### config.mk
export PLATFORM = sky130hd
export DESIGN_NAME = divider
export DESIGN_NICKNAME = d
export VERILOG_FILES = /design/src/rtl/divider_pkg.sv /design/src/rtl/divider_step.sv /design/src/rtl/divider.sv
export SDC_FILE = /design/constraint.sdc
export NUM_CORES = 1
export LEC_CHECK = 0
export CORE_MARGIN = 5
export CORE_UTILIZATION = 60
export DETAILED_ROUTE_END_ITERATION = 12
export GPL_TIMING_DRIVEN = 1
export PLACE_DENSITY = 0.84
export RECOVER_POWER = 25
export SLEW_MARGIN = 15
export SYNTH_ARGS = -nofsm -noshare
export SYNTH_HDL_FRONTEND = slang
export SYNTH_HIERARCHICAL = 1
export SYNTH_SLANG_ARGS = --single-unit
### constraint.sdc
create_clock -name clock -period 4.64 [get_ports clock]
set_input_delay 1.16 -clock clock [delete_from_list [all_inputs] [get_ports clock]]
set_output_delay 1.16 -clock clock [all_outputs]
set_load 0.01 [all_outputs]
### src/rtl/divider_pkg.sv
// Purpose: shared state encoding and constants for the iterative restoring divider.
// Latency: n/a (types and constants only).
// Backpressure: n/a.
package divider_pkg;

    typedef enum logic [1:0] {
        DIV_IDLE   = 2'd0,
        DIV_BUSY   = 2'd1,
        DIV_FINISH = 2'd2
    } divState_t;

    // Widest operand the shared constants cover; users slice to WIDTH.
    localparam int DIV_MAX_WIDTH = 64;

    // Quotient reported for a zero divisor (all ones, i.e. -1 when signed).
    localparam logic [DIV_MAX_WIDTH-1:0] DIV_ZERO_QUOTIENT = '1;

endpackage

### src/rtl/divider_step.sv
// Purpose: one combinational radix-2 restoring iteration (shift, trial subtract, restore).
// Latency: 0 cycles, purely combinational.
// Backpressure: none; evaluated every cycle, consumed only while the divider is busy.
//
// Ports:
//   rem     - partial remainder (WIDTH+1 bits)
//   quo     - dividend bits still to shift out / quotient bits shifted in so far
//   divisor - divisor magnitude
//   nextRem - partial remainder after this iteration
//   nextQuo - quo shifted left with the new quotient bit in the LSB
module divider_step
    import divider_pkg::*;
#(
    parameter int WIDTH = 32
) (
    input  logic [WIDTH:0]   rem,
    input  logic [WIDTH-1:0] quo,
    input  logic [WIDTH-1:0] divisor,
    output logic [WIDTH:0]   nextRem,
    output logic [WIDTH-1:0] nextQuo
);

    // One guard bit above the remainder so the borrow of the trial
    // subtraction lands in a dedicated sign bit.
    logic [WIDTH+1:0] shifted;
    logic [WIDTH+1:0] trial;

    always_comb begin
        shifted = {rem, quo[WIDTH-1]};
        trial   = shifted - {2'b00, divisor};
        if (!trial[WIDTH+1]) begin
            nextRem = trial[WIDTH:0];
            nextQuo = {quo[WIDTH-2:0], 1'b1};
        end else begin
            // Trial went negative: keep the shifted remainder unchanged.
            nextRem = shifted[WIDTH:0];
            nextQuo = {quo[WIDTH-2:0], 1'b0};
        end
    end

endmodule

### src/rtl/divider.sv
// Purpose: iterative radix-2 restoring integer divider for DIV/REM-class instructions.
// Latency: WIDTH+1 clocks from accepted start to done; 1 clock for a zero divisor (and signed MIN/-1).
// Backpressure: start_division is only accepted in IDLE; starts while busy or done are dropped, not queued.
//
// Ports:
//   clock, reset_n            - rising-edge clock, asynchronous active-low reset
//   start_division            - request, sampled only while idle
//   dividend, divisor         - operands, captured on an accepted start
//   quotient, remainder       - results, held until the next accepted start completes
//   busy                      - high while an iteration sequence is in flight
//   done                      - one-cycle pulse when quotient/remainder become valid
//   division_by_zero          - set with done for a zero divisor, cleared by the next accepted start
//   is_signed                 - only with DIVIDER_SIGNED_EN defined: treat operands as two's complement
//
// Build option: define DIVIDER_SIGNED_EN to add is_signed and signed division; default is unsigned only.
module divider
    import divider_pkg::*;
#(
    parameter int WIDTH       = 32,
    parameter int COUNT_WIDTH = 6     // must satisfy 2**COUNT_WIDTH > WIDTH
) (
    input  logic             clock,
    input  logic             reset_n,
    input  logic             start_division,
    input  logic [WIDTH-1:0] dividend,
    input  logic [WIDTH-1:0] divisor,
`ifdef DIVIDER_SIGNED_EN
    input  logic             is_signed,
`endif
    output logic [WIDTH-1:0] quotient,
    output logic [WIDTH-1:0] remainder,
    output logic             busy,
    output logic             done,
    output logic             division_by_zero
);

    divState_t              state;
    divState_t              nextState;
    logic [COUNT_WIDTH-1:0] counter;
    logic [WIDTH:0]         remReg;
    logic [WIDTH-1:0]       quoReg;
    logic [WIDTH-1:0]       divisorReg;

    logic [WIDTH:0]         stepRem;
    logic [WIDTH-1:0]       stepQuo;

    logic                   startAccept;
    logic                   divisorZero;
    logic                   lastIter;
    logic                   signedOverflow;
    logic [WIDTH-1:0]       opDividend;
    logic [WIDTH-1:0]       opDivisor;
    logic [WIDTH-1:0]       finalQuo;
    logic [WIDTH-1:0]       finalRem;

    assign startAccept = (state == DIV_IDLE) && start_division;
    assign divisorZero = (divisor == '0);
    assign lastIter    = (counter == COUNT_WIDTH'(WIDTH - 1));

`ifdef DIVIDER_SIGNED_EN
    logic dvdNeg;
    logic dvsNeg;
    logic negQuo;
    logic negRem;

    assign dvdNeg = is_signed & dividend[WIDTH-1];
    assign dvsNeg = is_signed & divisor[WIDTH-1];

    // The iteration always runs on magnitudes; MIN's magnitude is still
    // representable as an unsigned WIDTH-bit value.
    assign opDividend = dvdNeg ? -dividend : dividend;
    assign opDivisor  = dvsNeg ? -divisor  : divisor;

    // MIN / -1 is the only signed overflow; it bypasses the iteration.
    assign signedOverflow = is_signed
                          && (dividend == {1'b1, {(WIDTH-1){1'b0}}})
                          && (divisor == '1);

    // Sign correction is folded into the load of the result registers on
    // the final iteration so results are already corrected during FINISH.
    assign finalQuo = negQuo ? -stepQuo : stepQuo;
    assign finalRem = negRem ? -stepRem[WIDTH-1:0] : stepRem[WIDTH-1:0];

    always_ff @(posedge clock or negedge reset_n) begin
        if (!reset_n) begin
            negQuo <= 1'b0;
            negRem <= 1'b0;
        end else if (startAccept) begin
            negQuo <= dvdNeg ^ dvsNeg;
            negRem <= dvdNeg;
        end
    end
`else
    assign opDividend     = dividend;
    assign opDivisor      = divisor;
    assign signedOverflow = 1'b0;
    assign finalQuo       = stepQuo;
    assign finalRem       = stepRem[WIDTH-1:0];
`endif

    divider_step #(
        .WIDTH   (WIDTH)
    ) u_step (
        .rem     (remReg),
        .quo     (quoReg),
        .divisor (divisorReg),
        .nextRem (stepRem),
        .nextQuo (stepQuo)
    );

    // State register.
    always_ff @(posedge clock or negedge reset_n) begin
        if (!reset_n) begin
            state <= DIV_IDLE;
        end else begin
            state <= nextState;
        end
    end

    // Next-state logic. FINISH always returns to IDLE, so a start seen
    // while done is high is dropped.
    always_comb begin
        nextState = state;
        case (state)
            DIV_IDLE: begin
                if (start_division) begin
                    nextState = (divisorZero || signedOverflow) ? DIV_FINISH : DIV_BUSY;
                end
            end
            DIV_BUSY: begin
                if (lastIter) begin
                    nextState = DIV_FINISH;
                end
            end
            DIV_FINISH: nextState = DIV_IDLE;
            default:    nextState = DIV_IDLE;
        endcase
    end

    // Output decode; busy and done come from disjoint states.
    always_comb begin
        busy = 1'b0;
        done = 1'b0;
        case (state)
            DIV_BUSY:   busy = 1'b1;
            DIV_FINISH: done = 1'b1;
            default: ;
        endcase
    end

    // Datapath: operand capture, iteration, and result registers.
    always_ff @(posedge clock or negedge reset_n) begin
        if (!reset_n) begin
            counter          <= '0;
            remReg           <= '0;
            quoReg           <= '0;
            divisorReg       <= '0;
            quotient         <= '0;
            remainder        <= '0;
            division_by_zero <= 1'b0;
        end else if (startAccept) begin
            counter          <= '0;
            remReg           <= '0;
            quoReg           <= opDividend;
            divisorReg       <= opDivisor;
            division_by_zero <= divisorZero;
            if (divisorZero) begin
                quotient  <= DIV_ZERO_QUOTIENT[WIDTH-1:0];
                remainder <= dividend;
            end else if (signedOverflow) begin
                quotient  <= {1'b1, {(WIDTH-1){1'b0}}};
                remainder <= '0;
            end
        end else if (state == DIV_BUSY) begin
            remReg  <= stepRem;
            quoReg  <= stepQuo;
            counter <= counter + 1'b1;
            if (lastIter) begin
                quotient  <= finalQuo;
                remainder <= finalRem;
            end
        end
    end

endmodule
==> results.rst, run 1 <==
.. list-table::
   :header-rows: 1

   * - Metric
     - Value
   * - I/O Buffers
     - 133
   * - CTS tree
     - done
   * - Async set-or-reset flop fraction in the synthesized netlist
     - 100%
   * - Placeable core area
     - 0.0158 mm^2
   * - Total global-route track usage
     - 29.7%
   * - Largest cells by area after synthesis
     - dfrtp_1 (44%), nand2_1 (11%), nor2_1 (5.8%)
   * - Final worst-path cycle share
     - 85.5%
   * - Count of non-filler cells in the finished layout
     - 1461
   * - Total power divided by cell area
     - 856 mW/mm^2
   * - Number of max-slew violations in the final report
     - 37
   * - Final standard cell utilization of the core
     - 72.9%
   * - Number of top-level design ports
     - 134
   * - Kind of capture point of the worst setup path
     - flip-flop
   * - Max Fanout on Critical Path
     - 29
   * - Minimum clock period after layout
     - 3.97 ns
   * - Most frequently used flop master after synthesis
     - dfrtp_1
   * - Die boundary height
     - 137 um
   * - Cell area after technology mapping
     - 0.00964 mm^2
   * - Chip width
     - 137 um
   * - DP HPWL
     - 18200 um
   * - Post-synthesis instance total
     - 1163
   * - Number of design-rule violations left by the first detailed-router iteration
     - 820
   * - Starting Density
     - 60.9%
   * - Worst setup path category
     - reg2reg
   * - Ys Warns
     - 6
   * - Post-detailed-route count of antenna-violating nets
     - 0
   * - Post-synth cell types
     - 62
   * - CTS Buf Count
     - 17
   * - Leakage power of the design
     - 5.00 nW
   * - Initial antenna violation count
     - 1
   * - Worst slack, placed
     - 0.786 ns
   * - Routed vias/inst
     - 6.04
   * - Endpoint arrival time on the critical path
     - 4.25 ns
   * - Number of core rows
     - 46
   * - Setup TNS Final
     - 0 ns
   * - Ant diodes
     - 0
   * - Overall die area
     - 0.0187 mm^2
   * - Share of synthesized area occupied by flip-flops and latches
     - 44.1%
   * - Number of cells upsized or downsized after cts
     - 0
   * - Register clock-pin slew on the reported worst setup and hold paths
     - 0.07 ns
   * - Nets in the synthesized netlist
     - 1264
   * - Mean routed wirelength per cell
     - 18.4 um
   * - Least-Margin Pin Slew
     - 2.35 ns
   * - Worst slew margin
     - -56.3%
   * - Pin count of the biggest net entering global routing
     - 112
   * - Vias in the first global route
     - 8869
   * - Final critical-path setup slack
     - 0.672 ns
   * - Residual DRC
     - 0
   * - Peak supply drop
     - 0.755 mV
   * - CTS HTree Levels
     - 4
   * - Failing checks
     - max-capacitance violations, max-slew violations
   * - Classification of the worst-slack hold path
     - reg2reg
   * - Data required time at the worst endpoint
     - 4.93 ns
   * - Largest area contributor in the synthesized netlist
     - dfrtp_1
   * - Root Buffer Master
     - clkbuf_16
   * - Post-CTS Hold Buffers
     - 0
   * - FF+latch count, synth
     - 170
   * - GP Congestion
     - 0.911
   * - TritonCTS Sinks
     - 170
   * - Number of nets in the finished design
     - 1333
   * - Setup repair after global routing missed its margin
     - no
   * - Global-route wire length before repair
     - 43900 um
   * - TritonRoute pass-1 iters
     - 8
   * - DR vias
     - 8830
   * - Portion of synthesized cell area occupied by the leading cell type
     - 44.1%
   * - Crit start category
     - flip-flop
   * - Highest attainable clock frequency
     - 252 MHz
   * - Final Routed Wirelength
     - 26900 um
   * - Post-route clock skew
     - 0.00848 ns
   * - Total count of hold-check failures in the final report
     - 0
   * - Clock latency of the later-clocked register in the worst-skew pair
     - 0.43 ns
   * - Result of the run
     - finished, violations left
   * - Post-CTS repair timing setup buffer count
     - 0
   * - Leftover overflow at the end of global routing
     - 0
   * - Maximum capacitance violations
     - 1
   * - Number of enable-type register cells in the synthesized netlist
     - 0
   * - Fraction of layout instances using a drive strength above 1
     - 6.75%
   * - Avg Inst Size Synth
     - 8.29 um^2
   * - Number of endpoints failing setup at the final stage
     - 0
   * - CTS Buffer Depth
     - 2
   * - Area added between synthesis and finish
     - 19.7%
   * - Number of placed cells counting well taps
     - 1427
-- per-stage QoR --
stage | power (mW) | hold WS (ns) | cell area [um^2]
after floorplan | 6.78 | 0.439 | 9640
after global placement | 7.99 | 0.458 | 10900
after detailed placement | 8.18 | 0.463 | 10900
after CTS | 9.80 | 0.473 | 11500
after global routing | 10.6 | 0.489 | 11500
final | 9.87 | 0.474 | 11500
-- per-layer routing --
layer  global-route usage, %  vias up  part of all wire [%]
met4                    14.8        0                   4.2
met2                    48.2      412                    49
li1                        -     4080                     -
met3                    5.00       92                   6.6
met1                    38.7     4246                    40
met5                       0        -                     0
-- flip-flops by register name, summed over array words and instances, names as in the netlist --
name,count
counter,6
division_by_zero,1
divisorReg,32
quoReg,32
quotient,32
remReg,33
remainder,32
state,2
-- worst paths after layout --
check | startpoint | endpoint | slack (ns) | depth (start not counted)
max in group asynchronous | reset_n | remReg[21] | 1.87 | 1
min | divisorReg[11] | divisorReg[11] | 0.47 | 2
min reg2reg | divisorReg[11] | divisorReg[11] | 0.47 | 2
max | divisorReg[24] | remainder[30] | 0.67 | 13
max reg2reg | divisorReg[24] | remainder[30] | 0.67 | 13
min in group asynchronous | reset_n | divisorReg[3] | 1.43 | 1
-- cells in the mapped netlist (all sizes together), types with 16 or more instances --
cell,n
buf,45
nor2,150
clkbuf,54
a211oi,35
a21oi,63
nand2,275
xnor2,16
ha,33
o21ai,68
nor4,40
mux2,16
dfrtp,170
inv,42
a22oi,32
-- cells by family after synthesis --
family,Yosys count,share of synthesized area (%)
adder cells (fa/ha/maj),34,4.49
XOR/XNOR,27,2.45
flip-flops,170,44.1
AND/OR/NAND/NOR,528,23.3
multiplexers,17,1.97
buffers and inverters,142,7.06
AO/OA/AOI/OAI,245,16.5
-- cells in the final DEF, fill, tap and decap left out, drive strengths merged, types with 18 or more instances in the layout --
master         count
nand2            275
dfrtp            170
nor2             150
clkdlybuf4s50    132
o21ai             68
a21oi             63
inv               48
nor4              40
a211oi            35
ha                33
a22oi             32
clkbuf            18
-- final cells by class --
type                            instances  area (um^2)
Clock buffer                           17          425
Tap cell                              216          270
Inverter                               43          161
Clock inverter                         15          186
Sequential cell                       170         4250
Multi-Input combinational cell        851         4720
Timing Repair Buffer                  149         1520
Fill cell                            1212         4290
-- report_power, final --
group	internal, mW	leakage [nW]	switching, mW
combinational	2.39	2.82	3.37
sequential	2.14	1.89	0.468
clock	0.859	0.293	0.651
-- critical path, stage by stage (launching register included) --
cell	delay [ns]
dfrtp_1	0.36
inv_1	0.06
ha_1	0.35
a21oi_1	0.23
o21ai_0	0.18
nor4b_2	0.35
or3b_1	0.43
and3b_1	0.18
or3_4	0.51
clkinv_1	0.29
buf_4	0.31
mux2_2	0.38
nor2_1	0.13
a211oi_2	0.05
(Power assumes the default switching activity.)
==> run 2: changes to the inputs <==
--- a/config.mk
+++ b/config.mk
@@ -5,11 +5,13 @@
 export SDC_FILE = /design/constraint.sdc
 export NUM_CORES = 1
 export LEC_CHECK = 0
+export CELL_PAD_IN_SITES_DETAIL_PLACEMENT = 1
+export CELL_PAD_IN_SITES_GLOBAL_PLACEMENT = 1
 export CORE_MARGIN = 5
-export CORE_UTILIZATION = 60
+export CORE_UTILIZATION = 45
 export DETAILED_ROUTE_END_ITERATION = 12
 export GPL_TIMING_DRIVEN = 1
-export PLACE_DENSITY = 0.84
+export PLACE_DENSITY = 0.85
 export RECOVER_POWER = 25
 export SLEW_MARGIN = 15
 export SYNTH_ARGS = -nofsm -noshare
==> run 2 against run 1 <==
  * The flow still finishes with violations (max-capacitance violations, max-slew violations)
  * Clock skew is 0.0011 ns higher
  * Via count shrank 1.2%
  * Critical path depth decreased by 1
  * Routed wire length up 13%
  * Worst hold slack improved by 0.0037 ns
  * Non-clock buffer count is 2 lower
  * Critical path type unchanged
==> results.rst, run 2 (synthesis results as in run 1) <==
.. list-table::
   :header-rows: 1

   * - Metric
     - Value
   * - I/O Buffers
     - 133
   * - CTS tree
     - done
   * - GP Congestion
     - 0.866
   * - Largest reg by FF count
     - remReg
   * - Flip-flop count of the largest register after layout
     - 33
   * - Chip width
     - 156 um
   * - Data required time at the worst endpoint
     - 4.95 ns
   * - Setup TNS Final
     - 0 ns
   * - Routed vias/inst
     - 5.75
   * - Maximum capacitance violations
     - 2
   * - Critical path's largest stage delay
     - 0.51 ns
   * - Mean routed wirelength per cell
     - 20.1 um
   * - Vias in the first global route
     - 9377
   * - Fraction of layout instances using a drive strength above 1
     - 6.68%
   * - Final worst-path cycle share
     - 83.6%
   * - Register share of total power
     - 26.5%
   * - CTS Buffer Depth
     - 2
   * - Commonest non-fill, non-tap cell in the layout
     - nand2_1
   * - DR vias
     - 8725
   * - Number of nets in the finished design
     - 1331
   * - Worst setup path category
     - reg2reg
   * - Failing checks
     - max-capacitance violations, max-slew violations
   * - Post-detailed-route count of antenna-violating nets
     - 0
   * - Number of max-slew violations in the final report
     - 139
   * - DP HPWL
     - 21000 um
   * - Part of the total power dissipated in combinational logic
     - 58.9%
   * - Number of cells upsized or downsized after cts
     - 0
   * - R2r startpoint
     - remReg[13]
   * - Total global-route track usage
     - 25.3%
   * - Result of the run
     - finished, violations left
   * - Classification of the worst-slack hold path
     - reg2reg
   * - Minimum clock period after layout
     - 3.88 ns
   * - Post-CTS Hold Buffers
     - 0
   * - Final Routed Wirelength
     - 30500 um
   * - Destination of the worst hold path
     - divisorReg[15]
   * - Highest attainable clock frequency
     - 258 MHz
   * - TritonCTS Sinks
     - 170
   * - Starting Density
     - 45.7%
   * - Commonest non-fill, non-tap cells in the layout
     - nand2_1 (274), dfrtp_1 (170), nor2_1 (149)
   * - Critical path buffers and inverters
     - 2
   * - Number of endpoints failing setup at the final stage
     - 0
   * - Area added between synthesis and finish
     - 19.7%
   * - Area taken by flip-flops and latches
     - 0.00425 mm^2
   * - CTS HTree Levels
     - 4
   * - Overall power after layout
     - 9.93 mW
   * - Leftover overflow at the end of global routing
     - 0
   * - Die boundary height
     - 156 um
   * - Cell depth of the worst flop-to-flop path
     - 12
   * - Initial antenna violation count
     - 0
   * - Slowest CP cell
     - or3_4
   * - Number of top-level design ports
     - 134
   * - Final critical-path setup slack
     - 0.759 ns
   * - Overall die area
     - 0.0244 mm^2
   * - NetSw
     - 4.66 mW
   * - Total area of multi-input combinational cells
     - 0.00472 mm^2
   * - Ant diodes
     - 0
   * - Crit start category
     - flip-flop
   * - Worst setup slack for register-to-register paths
     - 0.76 ns
   * - Number of core rows
     - 53
   * - Worst slew margin
     - -28.5%
   * - Leakage power of the design
     - 4.98 nW
   * - Endpoint arrival time on the critical path
     - 4.19 ns
   * - Global-route wire length before repair
     - 49600 um
   * - Total count of hold-check failures in the final report
     - 0
   * - Clock power share
     - 14.6%
   * - Post-route clock skew
     - 0.00957 ns
   * - Design internal power
     - 5.27 mW
   * - Setup repair after global routing missed its margin
     - no
   * - Worst slack, placed
     - 0.748 ns
   * - CTS Buf Count
     - 17
   * - Max Fanout on Critical Path
     - 29
   * - Hold path startpoint
     - divisorReg[15]
   * - Kind of capture point of the worst setup path
     - flip-flop
   * - Cell-by-cell trace of the critical path
     - ha_1, nand3_1, a21oi_1, nor4b_2, or3b_1, and3b_1, or3_4, clkinv_1, buf_4, mux2_2, nor2_1, a211oi_1
   * - Family of cells with the greatest summed delay on the critical path
     - simple AND/OR/NAND/NOR gates
   * - Pin count of the biggest net entering global routing
     - 101
   * - Least-Margin Pin Slew
     - 1.93 ns
   * - Fraction of power spent switching nets
     - 46.9%
   * - R2R Path End
     - remainder[31]
   * - Peak supply drop
     - 0.895 mV
   * - Residual DRC
     - 0
   * - Cell depth of the worst hold path
     - 2
   * - Placeable core area
     - 0.0211 mm^2
   * - Post-CTS repair timing setup buffer count
     - 0
   * - Clock latency of the later-clocked register in the worst-skew pair
     - 0.44 ns
   * - Root Buffer Master
     - clkbuf_16
   * - Final-layout fill cell count
     - 2508
   * - Number of design-rule violations left by the first detailed-router iteration
     - 435
   * - Register clock-pin slew on the reported worst setup and hold paths
     - 0.07 ns
   * - TritonRoute pass-1 iters
     - 5
   * - Total power divided by cell area
     - 861 mW/mm^2
-- run 2: changes by cell type in the layout (fill, tap and decap cells not counted), sizes merged --
cell / delta
buf: -3
clkinvlp: -2
clkbuf: +2
inv: +1
bufinv: -3
clkinv: +3
-- run 2: area by class of cell --
| cell class | count | share of cell area, % |
|---|---|---|
| tap | 275 | 2.98 |
| multi-input combinational | 851 | 40.9 |
| timing repair buffer | 147 | 12.7 |
| clock buffer | 18 | 3.81 |
| sequential | 170 | 36.9 |
| inverter | 43 | 1.40 |
| clock inverter | 14 | 1.31 |
-- run 2: layer usage --
metal | wire [um] | GRT usage, % | up-vias
met1 | 12800 | 31.3 | 4374
li1 | - | - | 4077
met4 | 729 | 7.89 | 0
met3 | 1280 | 4.23 | 53
met2 | 15700 | 45.3 | 221
met5 | 0 | 0 | -
-- run 2: tightest hold or removal path: stages (launching register included) --
cell and delay (ns):
dfrtp_1 0.34, nand2_1 0.05, nand2_1 0.06
-- run 2: how the worst max path moves through the flow --
stage,start,endpoint,cells after the start
4_1_cts,remReg[13],remainder[31],12
3_5_place_dp,divisor[2],remainder[23],6
2_1_floorplan,remReg[3],remainder[29],12
3_3_place_gp,divisor[2],remainder[8],6
5_1_grt,reset_n,quoReg[30],2
6_report,remReg[13],remainder[31],12
-- run 2: through the flow --
stage          utilization, %  cell area, um^2  std cells  hold WS (ns)
3_5_place_dp             52.0            11000       1486         0.466
2_1_floorplan               -             9640       1163         0.439
4_1_cts                  54.8            11600       1518         0.484
3_3_place_gp             52.0            11000       1486         0.456
6_report                 54.7            11500       1518         0.478
5_1_grt                  54.7            11500       1518         0.507
-- run 2: power by group through the flow --
stage,clock (mW),combinational [mW],sequential [mW]
final,1.45,5.85,2.63
after global routing,1.53,6.49,2.70
after CTS,1.47,5.83,2.63
after detailed placement,0,5.74,2.65
after global placement,0,5.50,2.62
after floorplan,0,4.26,2.53
==> run 3: changes to the inputs <==
--- a/config.mk
+++ b/config.mk
@@ -8,10 +8,10 @@
 export CELL_PAD_IN_SITES_DETAIL_PLACEMENT = 1
 export CELL_PAD_IN_SITES_GLOBAL_PLACEMENT = 1
 export CORE_MARGIN = 5
-export CORE_UTILIZATION = 45
+export CORE_UTILIZATION = 42
 export DETAILED_ROUTE_END_ITERATION = 12
 export GPL_TIMING_DRIVEN = 1
-export PLACE_DENSITY = 0.85
+export PLACE_DENSITY = 0.8
 export RECOVER_POWER = 25
 export SLEW_MARGIN = 15
 export SYNTH_ARGS = -nofsm -noshare
==> constraint.sdc (replaced) <==
create_clock -name clock -period 3.65 [get_ports clock]
set_input_delay 0.9125 -clock clock [delete_from_list [all_inputs] [get_ports clock]]
set_output_delay 0.9125 -clock clock [all_outputs]
set_load 0.01 [all_outputs]
==> run 3 against run 2 <==
  * The flow still finishes with violations (max-capacitance violations, max-slew violations)
  * First-iteration DRC count down 11%
  * Routed wire length increased by 1.2%
  * Sequential share of layout area is 0.75 points lower
  * Sequential cell count did not move
  * Register-to-register slack got worse by 0.64 ns
  * Worst hold slack got worse by 0.0026 ns
  * Maximum frequency up 10%
  * Clock power is 27% higher
  * Die area increased by 6.7%
  * Largest cell class unchanged
  * Largest power group unchanged
==> results.rst, run 3 (synthesis results as in run 1) <==
.. list-table::
   :header-rows: 1

   * - Metric
     - Value
   * - Kind of capture point of the worst setup path
     - flip-flop
   * - Post-layout instance area
     - 0.0118 mm^2
   * - Slowest CP cell
     - or3b_4
   * - Total power divided by cell area
     - 1110 mW/mm^2
   * - Final standard cell utilization of the core
     - 52.0%
   * - Vias in the first global route
     - 9393
   * - Cell depth of the worst flop-to-flop path
     - 13
   * - CTS Buffer Depth
     - 2
   * - Crit start category
     - flip-flop
   * - Maximum capacitance violations
     - 1
   * - Placed Area
     - 0.0111 mm^2
   * - Endpoint arrival time on the critical path
     - 3.83 ns
   * - Peak supply drop
     - 0.875 mV
   * - Pin count of the biggest net entering global routing
     - 83
   * - Final Routed Wirelength
     - 30800 um
   * - Number of core rows
     - 55
   * - TritonCTS Sinks
     - 170
   * - Minimum clock period after layout
     - 3.53 ns
   * - Overall power after layout
     - 13.1 mW
   * - Data required time at the worst endpoint
     - 3.95 ns
   * - DR vias
     - 8785
   * - Clock latency of the later-clocked register in the worst-skew pair
     - 0.44 ns
   * - Largest reg by FF count
     - remReg
   * - Number of max-slew violations in the final report
     - 48
   * - Post-route clock skew
     - 0.0159 ns
   * - Critical path's largest stage delay
     - 0.44 ns
   * - Flip-flop count of the largest register after layout
     - 33
   * - Chip width
     - 161 um
   * - R2r startpoint
     - divisorReg[1]
   * - Cell-by-cell trace of the critical path
     - inv_1, ha_1, nor2b_1, o211ai_1, a2111oi_4, or3b_4, and3b_1, or3_4, clkinv_1, buf_4, mux2_2, nor2_1, a211oi_1
   * - Initial antenna violation count
     - 0
   * - Die boundary height
     - 161 um
   * - Classification of the worst-slack hold path
     - reg2reg
   * - GP Congestion
     - 0.885
   * - Count of non-filler cells in the finished layout
     - 1550
   * - Residual DRC
     - 0
   * - Starting Density
     - 42.6%
   * - R2R Path End
     - remainder[21]
   * - Overall die area
     - 0.0261 mm^2
   * - Setup TNS Final
     - 0 ns
   * - Family of cells with the greatest summed delay on the critical path
     - simple AND/OR/NAND/NOR gates
   * - Global-route wire length before repair
     - 49800 um
   * - Area added between synthesis and finish
     - 22.2%
   * - Total count of hold-check failures in the final report
     - 0
   * - Mean routed wirelength per cell
     - 19.9 um
   * - Commonest non-fill, non-tap cell in the layout
     - nand2_1
   * - Cell depth of the worst hold path
     - 2
   * - I/O Buffers
     - 133
   * - Least-Margin Pin Slew
     - 2.81 ns
   * - Commonest non-fill, non-tap cells in the layout
     - nand2_1 (274), dfrtp_1 (170), nor2_1 (149)
   * - Leftover overflow at the end of global routing
     - 0
   * - Placeable core area
     - 0.0226 mm^2
   * - Leakage power of the design
     - 5.10 nW
   * - DP HPWL
     - 21900 um
   * - Path length in cells of the critical path
     - 13
   * - CTS tree
     - done
   * - Number of placed cells counting well taps
     - 1516
   * - Number of endpoints failing setup at the final stage
     - 0
   * - Number of top-level design ports
     - 134
   * - CTS HTree Levels
     - 4
   * - Post-detailed-route count of antenna-violating nets
     - 0
   * - Ant diodes
     - 0
   * - Post-CTS Hold Buffers
     - 0
   * - Critical path capture point
     - remainder[21]
   * - Worst setup slack for register-to-register paths
     - 0.12 ns
   * - Number of nets in the finished design
     - 1353
   * - TritonRoute pass-1 iters
     - 6
   * - Max Fanout on Critical Path
     - 12
   * - Result of the run
     - finished, violations left
   * - Final worst-path cycle share
     - 96.7%
   * - Total global-route track usage
     - 23.6%
   * - Worst slew margin
     - -87.5%
   * - Final critical-path setup slack
     - 0.120 ns
   * - Register clock-pin slew on the reported worst setup and hold paths
     - 0.08 ns
   * - Worst slack, placed
     - 0.0648 ns
   * - Root Buffer Master
     - clkbuf_16
   * - Critical path buffers and inverters
     - 3
   * - Routed vias/inst
     - 5.67
   * - Worst setup path category
     - reg2reg
   * - CTS Buf Count
     - 17
   * - Start point of the critical path
     - divisorReg[1]
   * - Fraction of layout instances using a drive strength above 1
     - 8.85%
   * - Smallest hold slack
     - 0.475 ns
   * - Failing checks
     - max-capacitance violations, max-slew violations
   * - Highest attainable clock frequency
     - 283 MHz
   * - Number of design-rule violations left by the first detailed-router iteration
     - 387
[run 3: cell types whose count changed in the layout (fill, tap and decap cells not counted), moves of 2 or more]
cell / delta
ha_1: -2
a21oi_2: +2
a21oi_1: -2
inv_6: +2
buf_4: +20
[run 3: what timing repair did]
| item | 4_1_cts | 5_1_grt |
|---|---|---|
| buffers inserted | 0 | 2 |
| endpoints found under the setup margin | 0 | 55 |
| gates resized for setup | 0 | 11 |
[run 3: worst min-delay path by stage]
stage	slack, ns	startpoint	to
final	0.48	divisorReg[19]	divisorReg[19]
after global routing	0.50	divisorReg[22]	divisorReg[22]
after CTS	0.43	reset_n	remReg[6]
after detailed placement	0.46	divisorReg[19]	divisorReg[19]
after global placement	0.46	division_by_zero	division_by_zero
after floorplan	0.44	counter[5]	counter[5]
[run 3: layout make-up]
class | count | area, um^2
fill | 2669 | 10900
multi-input combinational | 851 | 4770
sequential | 170 | 4250
timing repair buffer | 169 | 1650
clock buffer | 18 | 439
tap | 285 | 357
inverter | 43 | 161
clock inverter | 14 | 149
[run 3: report_power, final]
group / internal, mW / switching (mW)
Sequential: 2.72 / 0.619
Combinational: 3.38 / 4.50
Clock: 0.935 / 0.903
Total: 7.03 / 6.02
[run 3: metal layers]
metal	vias to the layer above	GRT usage, %	wire [um]
met1	4427	30.2	13100
met5	-	0	0
met2	198	40.8	15700
met4	0	7.91	835
li1	4112	-	-
met3	48	3.78	1110
[run 3: worst min-delay path, delay by kind of cell, from the launching register on]
family	cells	cell delay, ns
simple gates	2	0.10
flops	1	0.34
==> patch 1, RTL diff (flow settings as in run 2) <==
Add a define of `DIVIDER_SIGNED_EN`.
--- a/src/rtl/divider.sv
+++ b/src/rtl/divider.sv
@@ -13,6 +13,8 @@
 //   is_signed                 - only with DIVIDER_SIGNED_EN defined: treat operands as two's complement
 //
 // Build option: define DIVIDER_SIGNED_EN to add is_signed and signed division; default is unsigned only.
+`define DIVIDER_SIGNED_EN
+
 module divider
     import divider_pkg::*;
 #(
Interface: changed (added is_signed); port bits go from 134 to 135. The function was not compared with the original's and may differ.
==> patch 1 against run 2 <==
- the run ends with capacitance limit, slew limit, setup timing left
- setup slack lost 1600 ps
- final area rose by 43%
- clock skew increased by 12 ps
- area after synthesis grew 29%
- final cell count up 34%
- sequential cell count increased by 2
- routed wire length grew 120%
- sequential share of layout area fell by 11 points
- die area is 27% higher
- fmax decreased by 29%
- non-clock buffer count rose by 149
- largest cell class unchanged
- highest routed layer is now met5
Power is left out: the tool's default activity adds up to more than one toggle a clock period on the data nets, which glitch-free logic cannot reach.
==> patch 1: results (changes against run 2) <==
* Worst Slack Setup Final at -842 ps (-1600 ps)
* Max cap viols at 3 (+1)
* First-pass GRT wire length at 84.8 mm (+71%)
* WL met2 at 30.1 mm (+92%)
* WP data arrival at 5780 ps (+1590 ps)
* GR Util met3 at 7.49% (+3.3 points)
* Initial DRC count at 2,245 (+420%)
* Drt wl/cell at 33.2 µm (+65%)
* Status: finished with violations
* Clock network latency to the later pin of the worst-skew pair at 470 ps (+30 ps)
* Crit-path slowest cell: or4_4
* Synth cell count leaders: nand2_1, dfrtp_1, a21oi_1
* Hpwl dp at 32.8 mm (+56%)
* Delay-heaviest family, CP: compound AO/OA/AOI/OAI gates
* Total GRT Usage at 34.6% (+9.2 points)
* DR pass1 iterations at 6 (+1)
* Post-route setup TNS at -17,480 ps (-17,480 ps)
* Ant diodes at 0 (unchanged)
* Clock Tree Root: clkbuf_16
* Post-Place Setup Slack at -319 ps (-1070 ps)
* Multiplexer share of the synthesized area at 3.84% (+1.9 points)
* Reg with most FFs: remReg
* Fillers at 3,048 (+22%)
* Hold path depth at 2 (unchanged)
* Synth Area in Compound Gates at 20.5% (+3.9 points)
* Met1 WL at 23.1 mm (+81%)
* XOR/XNOR Fraction of Synth Area at 10.4% (+8.0 points)
* Sequential area share after synthesis at 34.7% (-9.5 points)
* Hold Path Class: reg2reg
* CP max FO at 4 (-86%)
* Hold_ws at 485 ps (+6.88 ps)
* Final setup fails at 43 (+43)
* CP max stage delay at 580 ps (+70 ps)
* Synthesized-area fraction occupied by adder cells at 3.99% (-0.50 points)
* R2r worst-path depth at 16 (+4)
* Distinct cells, synth at 74 (+19%)
* Finished Layout Cells at 2,038 (+34%)
* Htree depth at 4 (unchanged)
* Share of cells above drive strength 1 at 19.2% (+13 points)
* Met2 Resource Use GR at 56.8% (+12 points)
* M1 GR Usage at 41.9% (+11 points)
* Failing checks: capacitance limit, slew limit, setup timing
* Synth top area cells: dfrtp_1, nand2_1, xnor2_1, a21oi_1, xor2_1
* Placed instance area at 14,600 µm² (+33%)
* Pins Over Slew Limit at 177 (+27%)
* Met3 Wirelength at 7.55 mm (+490%)
* Routed vias/inst at 7.34 (+28%)
* Largest net degree at the start of global routing at 86 (-15%)
* Gp weighted congestion at 0.899 (+3.8%)
* Top Layer Used: met5
* Slew headroom at -59.9% (-31 points)
* Input/output buffers at 134 (+0.75%)
* Mapped Cells at 1,493 (+28%)
* Mapped Nets at 1,600 (+27%)
* Number of global-route vias before repair at 14.5k (+55%)
* Initial antenna violation count at 2 (+2)
* Main combinational cell family by area after synthesis: compound AO/OA/AOI/OAI gates
* Layout Nets at 1,792 (+35%)
* Clock Skew at 22.0 ps (+12.5 ps)
==> patch 1: cell types whose count changed after synthesis, sizes merged, moves of 37 or more <==
cell / change
a21oi: +64
nand2: -59
nand3: +37
nor2: -71
nor3: +45
xnor2: +64
xor2: +57
==> patch 1: kinds of logic (layout without fill, tap and decap cells) <==
logic type	Yosys count	after routing
adder cells (fa/ha/maj)	39	39
AO/OA/AOI/OAI	394	394
multiplexers	43	43
flip-flops	172	172
XOR/XNOR	148	148
buffers and inverters	175	379
AND/OR/NAND/NOR	522	522
==> patch 1: worst register-to-register path, cell delays in order (launching register included) <==
cell	delay, ps
dfrtp_1	390
inv_1	100
ha_1	330
buf_4	170
a21oi_2	310
or3b_2	550
o21a_1	360
a21oi_1	450
xnor2_1	330
mux2_4	380
or3_4	350
or4_4	580
buf_4	170
o41ai_4	360
xnor2_1	120
a22oi_1	250
a21oi_1	150
==> patch 1: layout make-up <==
class                      count  area (µm²)  area share [%]
clock inverter                14         150           0.913
tap                          341         427            2.59
sequential                   172        4310            26.2
clock buffer                  17         425            2.59
timing repair buffer         296        2720            16.5
inverter                      52         200            1.22
multi-input combinational   1146        8210            50.0
==> patch 1: path summary, 6_finish.rpt <==
kind / startpoint / end
worst max-delay path: divisorReg[11] / remainder[29]
worst min-delay path: divisorReg[27] / divisorReg[27]
worst max register to register: divisorReg[11] / remainder[29]
worst min register to register: divisorReg[27] / divisorReg[27]
max in group asynchronous: reset_n / negRem
min in group asynchronous: reset_n / remReg[28]
==> patch 1: timing repair <==
| item | in CTS | in global routing |
|---|---|---|
| resized for setup | 93 | 82 |
| buffers inserted | 18 | 22 |
| endpoints found under the setup margin | 32 | 40 |
| pin swaps | 34 | 66 |
==> patch 2, RTL diff (settings of run 2) <==
Made on the original files. Re-encode `divState_t` (3 states) as one-hot, 3 bits wide.
--- a/src/rtl/divider_pkg.sv
+++ b/src/rtl/divider_pkg.sv
@@ -3,10 +3,10 @@
 // Backpressure: n/a.
 package divider_pkg;
 
-    typedef enum logic [1:0] {
-        DIV_IDLE   = 2'd0,
-        DIV_BUSY   = 2'd1,
-        DIV_FINISH = 2'd2
+    typedef enum logic [2:0] {
+        DIV_IDLE   = 3'b001,
+        DIV_BUSY   = 3'b010,
+        DIV_FINISH = 3'b100
     } divState_t;
 
     // Widest operand the shared constants cover; users slice to WIDTH.
Function: no difference found for any inputs over 10 cycles, from zero or initial values and one cycle with reset_n low; not proved beyond that.
==> patch 2 against run 2 <==
- the flow still finishes with violations (capacitance limit, slew limit)
- largest cell class unchanged
- setup slack got worse by 210 ps
- largest power group unchanged
- total power decreased by 30%
- routed wire length fell by 5.0%
- core utilization down 0.12 points
- critical path depth increased by 2
- final area fell by 0.54%
- combinational power is 44% lower
- area after synthesis fell by 0.55%
- sequential cell count up 1
==> patch 2: results (changes against run 2) <==
* Status: finished with violations
* Failing checks: capacitance limit, slew limit
* Drt wl/cell at 20.0 µm (-0.36%)
* Distinct cells, synth at 66 (+6.5%)
* Fillers at 2,372 (-5.4%)
* Initial DRC count at 473 (+8.7%)
* XOR/XNOR Fraction of Synth Area at 2.83% (+0.38 points)
* Layout Nets at 1,262 (-5.2%)
* Total GRT Usage at 24.0% (-1.3 points)
* Number of global-route vias before repair at 8,662 (-7.6%)
* Power share of the sequential group at 31.2% (+4.7 points)
* Mapped Cells at 1,079 (-7.2%)
* Worst VDD drop at 0.278 mV (-69%)
* Multiplexer share of the synthesized area at 5.29% (+3.3 points)
* Sequential area share after synthesis at 44.7% (+0.52 points)
* Largest net degree at the start of global routing at 98 (-3.0%)
* Pins Over Slew Limit at 98 (-29%)
* Post-Place Cells at 1,417 (-4.6%)
* Max cap viols at 1 (-1)
* Synth Area in Compound Gates at 17.1% (+0.55 points)
* Pleak at 5.19 nW (+4.3%)
* Gp weighted congestion at 0.861 (-0.55%)
* Hpwl dp at 19.8 mm (-5.6%)
* Synthesized-area fraction occupied by adder cells at 4.52% (+0.025 points)
* Synth top area cells: dfrtp_1, nand2_1, a21oi_1, ha_1, o22a_1
* Clock Skew at 12.1 ps (+2.56 ps)
* First-pass GRT wire length at 46.7 mm (-5.7%)
* Net switching power at 2.95 mW (-37%)
* R2r worst-path depth at 14 (+2)
* Synth cell count leaders: nand2_1, dfrtp_1, a21oi_1
* Share of cells above drive strength 1 at 6.91% (+0.23 points)
* Mapped Nets at 1,180 (-6.6%)
* CP max stage delay at 530 ps (+20 ps)
* WP data arrival at 4400 ps (+210 ps)
* Worst-Margin Slew at 2560 ps (+633 ps)
patch 2: changes by cell type after synthesis, moves of 27 or more:
cell	change
nor2_1	-91
a21oi_1	+90
nand2_1	-56
o21ai_0	-40
a22oi_1	-32
o22a_1	+32
nor4_1	-31
and2_1	+27
inv_1	+27
patch 2: critical path, delay by kind of cell (launching register included):
family          cells  cell delay, ps
compound gates      1             290
fa+ha+maj           1             400
buf+inv             3             490
flops               1             370
mux                 2             680
simple gates        7            1740
patch 2: cell families after synthesis:
group,Yosys count
flops,171
mux,48
fa+ha+maj,34
xor+xnor,31
compound gates,265
simple gates,374
buf+inv,156
patch 2: final timing paths:
path | startpoint | end | slack, ps
setup / recovery | divisorReg[17] | remainder[30] | 550
hold / removal | divisorReg[29] | divisorReg[29] | 480
setup reg to reg | divisorReg[17] | remainder[30] | 550
hold reg to reg | divisorReg[29] | divisorReg[29] | 480
max in group asynchronous | reset_n | remainder[30] | 1350
min in group asynchronous | reset_n | quoReg[4] | 1480
patch 2: layer usage:
layer | track usage (%) | wire, µm | vias to the layer above
met5 | 0 | 0 | -
met4 | 5.84 | 443 | 0
met3 | 4.22 | 1000 | 31
met2 | 40.6 | 14100 | 157
met1 | 32.2 | 13400 | 4146
li1 | - | - | 3791
patch 2: layout make-up:
cell class / instances / area share (%)
Multi-Input combinational cell: 752 / 39.6
Clock inverter: 11 / 1.25
Timing Repair Buffer: 149 / 12.7
Sequential cell: 171 / 37.3
Tap cell: 275 / 3.00
Inverter: 70 / 2.29
Clock buffer: 20 / 3.89
patch 2: metrics by stage:
stage               power (mW)  setup WS, ps  instance area (µm²)
floorplan                 4.66          1310                 9580
global placement          5.23           599                10900
detailed placement        5.36           383                10900
CTS                       6.91           591                11500
global route              7.38           346                11500
finish                    6.93           550                11500
